===== src/rtl/e203_exu_longp_wbuf.sv =====
// e203_exu_longp_wbuf: two-entry long-pipe write-back buffer between LSU/divider results
// and the final write-back / exception channels, retiring the matching OITF head on accept.
`ifndef E203_XLEN
`define E203_XLEN 32
`endif
`ifndef E203_FLEN
`define E203_FLEN 64
`endif
`ifndef E203_ITAG_WIDTH
`define E203_ITAG_WIDTH 1
`endif
`ifndef E203_RFIDX_WIDTH
`define E203_RFIDX_WIDTH 5
`endif

module e203_exu_longp_wbuf #(
    parameter int ITAG_W = `E203_ITAG_WIDTH
) (
    input  logic                         clk,
    input  logic                         rst_n,
    input  logic                         lsu_wbck_i_valid,
    output logic                         lsu_wbck_i_ready,
    input  logic [`E203_XLEN-1:0]        lsu_wbck_i_wdat,
    input  logic [ITAG_W-1:0]            lsu_wbck_i_itag,
    input  logic                         lsu_wbck_i_err,
    input  logic                         div_wbck_i_valid,
    output logic                         div_wbck_i_ready,
    input  logic [`E203_XLEN-1:0]        div_wbck_i_wdat,
    input  logic [ITAG_W-1:0]            div_wbck_i_itag,
    input  logic                         div_wbck_i_err,
    input  logic                         oitf_empty,
    input  logic [ITAG_W-1:0]            oitf_ret_ptr,
    input  logic [`E203_RFIDX_WIDTH-1:0] oitf_ret_rdidx,
    input  logic                         oitf_ret_rdwen,
    input  logic                         oitf_ret_rdfpu,
    output logic                         oitf_ret_ena,
    output logic                         longp_wbck_o_valid,
    input  logic                         longp_wbck_o_ready,
    output logic [`E203_FLEN-1:0]        longp_wbck_o_wdat,
    output logic [4:0]                   longp_wbck_o_flags,
    output logic [`E203_RFIDX_WIDTH-1:0] longp_wbck_o_rdidx,
    output logic                         longp_wbck_o_rdfpu,
    output logic                         longp_excp_o_valid,
    input  logic                         longp_excp_o_ready,
    output logic                         longp_excp_o_src
);
    localparam logic [1:0] DEPTH = 2'd2;

    typedef struct packed {
        logic [`E203_XLEN-1:0]        wdat;
        logic                         err;
        logic                         src;
        logic [`E203_RFIDX_WIDTH-1:0] rdidx;
        logic                         rdwen;
        logic                         rdfpu;
    } ent_t;

    ent_t       ent_q [2];
    ent_t       ent_d [2];
    ent_t       head;
    logic [1:0] cnt_q, cnt_d;
    logic       wptr_q, wptr_d, rptr_q, rptr_d;
    logic       lsu_hit, div_hit, full, push, pop, nonempty, wbck_vld, excp_vld;

    // rst_n gates the accept path so no OITF entry retires while held in reset
    always_comb begin
        lsu_hit  = lsu_wbck_i_valid & ~oitf_empty & (lsu_wbck_i_itag == oitf_ret_ptr);
        div_hit  = div_wbck_i_valid & ~oitf_empty & (div_wbck_i_itag == oitf_ret_ptr);
        full     = (cnt_q == DEPTH);
        push     = (lsu_hit | div_hit) & ~full & rst_n;
        head     = ent_q[rptr_q];
        nonempty = (cnt_q != 2'd0);
        excp_vld = nonempty & head.err;
        wbck_vld = nonempty & ~head.err & head.rdwen;
        pop      = excp_vld ? longp_excp_o_ready : wbck_vld ? longp_wbck_o_ready : nonempty;
        ent_d    = ent_q;
        if (push)
            ent_d[wptr_q] = {lsu_hit ? lsu_wbck_i_wdat : div_wbck_i_wdat,
                             lsu_hit ? lsu_wbck_i_err : div_wbck_i_err,
                             lsu_hit, oitf_ret_rdidx, oitf_ret_rdwen, oitf_ret_rdfpu};
        wptr_d   = wptr_q ^ push;
        rptr_d   = rptr_q ^ pop;
        cnt_d    = cnt_q + {1'b0, push} - {1'b0, pop};
    end

    assign lsu_wbck_i_ready   = lsu_hit & ~full & rst_n;
    assign div_wbck_i_ready   = div_hit & ~lsu_hit & ~full & rst_n;
    assign oitf_ret_ena       = push;
    assign longp_wbck_o_valid = wbck_vld;
    assign longp_wbck_o_wdat  = wbck_vld ? `E203_FLEN'(head.wdat) : '0;
    assign longp_wbck_o_flags = 5'b0;
    assign longp_wbck_o_rdidx = wbck_vld ? head.rdidx : '0;
    assign longp_wbck_o_rdfpu = wbck_vld & head.rdfpu;
    assign longp_excp_o_valid = excp_vld;
    assign longp_excp_o_src   = excp_vld & head.src;

    always_ff @(posedge clk or negedge rst_n) begin
        if (!rst_n) begin
            cnt_q  <= 2'd0;
            wptr_q <= 1'b0;
            rptr_q <= 1'b0;
        end else begin
            cnt_q  <= cnt_d;
            wptr_q <= wptr_d;
            rptr_q <= rptr_d;
        end
    end

    always_ff @(posedge clk) begin
        ent_q <= ent_d;
    end
endmodule

===== config.mk =====
export PLATFORM = sky130hd
export DESIGN_NAME = e203_exu_longp_wbuf
export DESIGN_NICKNAME = d
export VERILOG_FILES = /design/src/rtl/e203_exu_longp_wbuf.sv
export SDC_FILE = /design/constraint.sdc
export NUM_CORES = 1
export LEC_CHECK = 0
export ABC_AREA = 1
export ABC_CLOCK_PERIOD_IN_PS = 2500
export BUFFER_PORTS_ARGS = -buffer_cell sky130_fd_sc_hd__buf_2
export CAP_MARGIN = 0
export CORE_UTILIZATION = 44
export DETAILED_ROUTE_END_ITERATION = 8
export HOLD_SLACK_MARGIN = 0.08
export PLACE_DENSITY = 0.77
export SLEW_MARGIN = 30
export SYNTH_ARGS = -nofsm -noshare
export SYNTH_HDL_FRONTEND = slang
export SYNTH_SLANG_ARGS = --single-unit

===== constraint.sdc =====
create_clock -name clk -period 2.5 [get_ports clk]
set_clock_uncertainty 0.15 [all_clocks]
set_input_delay 0.75 -clock clk [delete_from_list [all_inputs] [get_ports clk]]
set_output_delay 0.75 -clock clk [all_outputs]
set_load 0.02 [all_outputs]

=== After elaboration in Yosys (flattened, before gate mapping) ===
Cells that the tools add are included.

* Add/sub/neg operators: 2
* $lt $le $gt $ge: 3
* Equality and inequality tests: 3
* Multiplexer cells: 12
* Bitwise logic cells: 25
* Reduce and logical (&&, ||, !) cells: 2

{| class="wikitable"
|+ Operator list
! cell !! count
|-
| 41-bit two-way mux || 4
|-
| 82-bit bitwise mux || 1
|-
| 32-bit two-way mux || 2
|-
| 41-bit demux with 1-bit select || 1
|-
| 1-bit AND || 16
|-
| 5-bit two-way mux || 1
|-
| 2-bit greater-or-equal comparator (second input constant) || 2
|-
| 1-bit inverter || 4
|-
| 1-bit inverter with 2-bit output || 2
|-
| 1-bit two-way mux || 3
|-
| 2-bit by 1-bit adder with 2-bit output || 1
|-
| 1-bit == test || 2
|-
| 2-bit == test (second input constant) || 1
|-
| 2-bit by 1-bit < comparator with 1-bit output (second input constant) || 1
|-
| 2-bit nonzero test || 1
|-
| 2-bit by 1-bit subtractor with 2-bit output || 1
|-
| 1-bit bitwise XOR || 2
|-
| 1-bit logical AND || 1
|-
| 1-bit bitwise OR || 1
|}

* Register bits after elaboration: 86
* Output and inout bits: 81

=== Longest topological paths before layout ===
* Depth after elaboration: 10
* Gate-level depth with buffers: 12

=== Worst setup path before layout ===
OpenSTA, ideal clock, no wires.

* Kind: input-to-reg
* Start point: in oitf_ret_ptr
* End point: reg ent_q[0] in the netlist's numbering (enable)
* Setup time: 0.403 ns
* Arrival time: 2.968 ns
* Required time: 1.947 ns
* Slack: -1.021 ns
* Stages: 5
* Buffers on the path: 0
* Path through: inv_1 or2_1 nand3_2 o21ai_0 ha_1

* Cells in the longest elaborated chain, start to end: 5
* Elaborated cells on any way between the ends: 7
* Those cells by class: eq/ne: 2; bitwise: 5

{| class="wikitable"
|+ Ends and longest elaborated chain
! what !! RTL line !! source
|-
| from (decl) || 32 || <nowiki>input logic [ITAG_W-1:0] oitf_ret_ptr,</nowiki>
|-
| 1-bit == test, on equally long branches || 67, 68 ||
|-
| 1-bit AND, on equally long branches || 67, 68 ||
|-
| 1-bit bitwise OR (*) || 70 || <nowiki>push = (lsu_hit | div_hit) & ~full & rst_n;</nowiki>
|-
| 1-bit AND (*) (2 in a row) || 70 ||
|-
| net oitf_ret_ena || 36 || <nowiki>output logic oitf_ret_ena,</nowiki>
|-
| to (signal assigned) || 110 || <nowiki>ent_q <= ent_d;</nowiki>
|-
| to (decl) || 58 || <nowiki>ent_t ent_q [2];</nowiki>
|}

The timed path passes the listed nets; every way through them passes the cells marked *.
A chain may end at the register's enable or synchronous reset.

=== Final worst setup path ===
* Start point: reg rptr_q
* End point: out longp_wbck_o_wdat[10]

* Cells in the longest elaborated chain, start to end: 8

{| class="wikitable"
|+ Ends and longest elaborated chain
! what !! RTL line !! source
|-
| from (decl) || 62 || <nowiki>logic wptr_q, wptr_d, rptr_q, rptr_d;</nowiki>
|-
| from (signal assigned) || 105 || <nowiki>rptr_q <= rptr_d;</nowiki>
|-
| 1-bit inverter with 2-bit output (not written as such) (*) || 71 || <nowiki>head = ent_q[rptr_q];</nowiki>
|-
| 41-bit two-way mux (not written as such) (*) (3 in a row) || 71 ||
|-
| 1-bit inverter || 74 || <nowiki>wbck_vld = nonempty & ~head.err & head.rdwen;</nowiki>
|-
| 1-bit AND (2 in a row) || 74 ||
|-
| 32-bit two-way mux (*) || 90 || <nowiki>assign longp_wbck_o_wdat = wbck_vld ? `E203_FLEN'(head.wdat) : '0;</nowiki>
|-
| to (decl) || 39 || <nowiki>output logic [`E203_FLEN-1:0] longp_wbck_o_wdat,</nowiki>
|}

Every way passes the cells marked *; elsewhere a longest branch is shown, timed or not. The select of a mux whose other input is x is not followed.

==> impl_results.md <==
* Run status: complete, but fails checks
* Violated checks: setup timing
* Placed Instance Area at 4830 um^2
* Number of cells in the design after placement at approximately 640
* Post-layout util at 0.599
* Via count of the first global-routing pass at 2918
* Syn Inst Count at 407
* Clock-pin slew reported for the worst setup and hold paths after clock tree synthesis at 0.10 ns
* Total GRT Usage at 0.183
* Number of max-cap violations at 0
* Setup crit end kind: primary output
* Total congestion overflow after global routing at 0
* Storage element area at around 2600 um^2
* Final Slew Violations at 0
* Final weighted congestion of routability-driven global placement at 0.755
* Clock tree from TritonCTS: yes
* Part of the Yosys area used for sequential elements at 0.623
* Power per cell area at 848 nW/um^2
* Routed len/inst at 12.9 um
* Post-detailed-route count of antenna-violating nets at 0
* Setup WS post-layout at -0.0113 ns
* Max rail drop VDD at around 0.00047 V
* Cell taking the most area after synthesis: edfxtp_1
* Die Outline Area at about 10000 um^2
* Total wirelength of the detailed-routed design at 8.45 mm
* Yosys Warn Count at 0
* Final worst path period need at 2.51 ns
* Maximum clock path buffer count at 2
* Highest fanout seen on the critical path at 18
* Data arrival time of the critical path at 1.61 ns
* Leading cell type in the layout, fill and taps excluded: nand2_1
* Most used cells in the layout excluding fill and tap cells: 185 x nand2_1, 87 x buf_2, 82 x edfxtp_1
* Num rows at 34
* Area share of the largest cell type after synthesis at 0.599
* Unrepaired setup endpoints after global routing: yes
* Number of vias after detailed routing at 3070
* Fin cells at 654
* Slowest stage cell, crit path: dfrtp_2
* Io pins at 164
* Clock latency at the later pin of the worst-skew pair at around 0.34 ns
* Largest net degree at the start of global routing at 36
* Hold WC Path Type: input port to flop
* Setup violators final at 2
* Required time of the critical path at approximately 1.6 ns
* Filler cell count at 710
* Synthesized flop and latch total at 86
* Number of search-and-repair iterations in the first detailed-routing pass at 4
* Setup crit start kind: flop
* Synthesis-to-layout area growth at 29.6%
* Kind of critical path: flop to primary output
* Chain of cells forming the critical path: clkinv_4 -> nand2_4 -> nand2_4 -> nand3_4 -> buf_12 -> a21oi_2 -> buf_6
* Worst path max stage delay at 0.46 ns
* H-tree level count at 3
* Total area of multi-input combinational cells at roughly 1400 um^2
* Die height at 98.7 um
* Distinct cells, synth at 24
* CP dominant cell by count: nand2_4
* Global-route wire length before repair at 13.6 mm
* HPWL reported at the end of detailed placement at between 5 and 6 mm
* Sum of negative setup slack at -0.0120 ns
* Final period util at 1.00
* Syn Std Cell Area at 4110 um^2
* DRC at 0
* Achievable frequency at 0.398 GHz
* Fin area at ~5300 um^2
* Lkg Pwr at 2.36 nW
* DRT iter0 DRCs at 120
* Number of hold-slack violations in the final timing report at 0
* Starting density of the core at 0.463
* Worst slack after detailed placement at 0.0445 ns
* Via density per instance at 4.69
* Main area contributors after synthesis: edfxtp_1 60%, nand2_1 17%, buf_4 7.3%, a21oi_1 3.7%, dfrtp_1 2.4%
* Clock sink count at 86
* Number of buffers created by CTS at 9
* Fraction of final layout cells sized beyond drive strength 1 at 0.378
* Clock tree root buffer cell: clkbuf_8
* Width of the die at between 90 and 100 um
* Core Box Area at 8890 um^2
* I/O Buffers at 126
* Number of antenna violations at the first check in global routing at 1
* Total number of nets in the final design at 627
* Post-synthesis average cell area at 10.1 um^2
## sequential cells by signal (all words and copies together), names as in the netlist
register and flops:
rptr_q 1, ent_q 82, cnt_q 2, wptr_q 1
## synthesized netlist by cell type
library cell	n
nand3_1	1
nand2_2	2
nand3_2	2
xnor2_1	2
o21ai_0	1
clkbuf_1	6
nand4_1	2
inv_2	1
buf_4	40
a211oi_1	1
buf_2	7
buf_6	3
ha_1	4
edfxtp_1	82
conb_1	1
nand2_1	187
dfrtp_1	4
clkinv_2	1
or2_1	1
inv_1	12
nor2_1	7
o21a_1	1
a21oi_2	9
a21oi_1	30
## worst max-delay path: cells and delay by family (launching register included)
kind | cells | cell delay [ns]
compound gates | 1 | 0.16
buf+inv | 3 | 0.40
flops | 1 | 0.46
simple gates | 3 | 0.24
## path summary, 6_finish.rpt
| kind | startpoint | to | slack (ns) | depth (start not counted) |
|---|---|---|---|---|
| worst max-delay path | rptr_q | longp_wbck_o_wdat[10] | -0.01 | 7 |
| worst max register to register | rptr_q | cnt_q[1] | 0.62 | 10 |
| min in group asynchronous | rst_n | cnt_q[0] | 0.64 | 2 |
| worst min-delay path | oitf_ret_rdfpu | ent_q[0] | 0.43 | 1 |
| max in group asynchronous | rst_n | rptr_q | 1.37 | 2 |
| worst min register to register | cnt_q[1] | cnt_q[1] | 0.55 | 2 |
## routing by layer
layer	wire length, um	track usage	up-vias
li1	-	-	1527
met1	3540	0.219	1388
met2	4170	0.325	144
met3	625	0.0433	11
met4	126	0.0654	0
met5	0	0	-
## cell families after synthesis
logic type,Yosys count,share of synthesized area
and+or+nand+nor,202,0.191
other,1,0.000912
xor gates and xnor gates,2,0.00426
AOI/OAI and AO/OA,42,0.0605
adders and majority gates,4,0.0122
DFF,86,0.623
buffers and inverters,70,0.108
## per-stage QoR
| stage | total power [mW] | hold slack, ns |
|---|---|---|
| detailed placement | 3.35 | 0.428 |
| global placement | 3.30 | 0.429 |
| finish | 4.52 | 0.432 |
| floorplan | 2.91 | 0.304 |
| CTS | 4.42 | 0.421 |
| global route | 4.78 | 0.419 |
## where the power goes
| group | switching (mW) | leakage [nW] | internal (mW) |
|---|---|---|---|
| combinational | 1.16 | 1.48 | 0.666 |
| sequential | 0.0676 | 0.791 | 1.74 |
| clock | 0.504 | 0.0883 | 0.377 |
| total | 1.73 | 2.36 | 2.78 |
## layout make-up
| type | count | share of cell area |
|---|---|---|
| clock buffer | 10 | 0.0239 |
| tap | 108 | 0.0254 |
| timing repair buffer | 142 | 0.183 |
| antenna | 1 | 0.000470 |
| multi-input combinational | 287 | 0.266 |
| clock inverter | 6 | 0.00963 |
| inverter | 14 | 0.0108 |
| sequential | 86 | 0.481 |
## timing repair
action,in CTS,in global routing
endpoints found under the hold margin,4,0
gates resized for setup,53,39
pin swaps,1,1
endpoints found under the setup margin,40,40
buffers inserted,1,0
hold buffers,1,0
No activity file was read; power rests on OpenSTA's default activity.
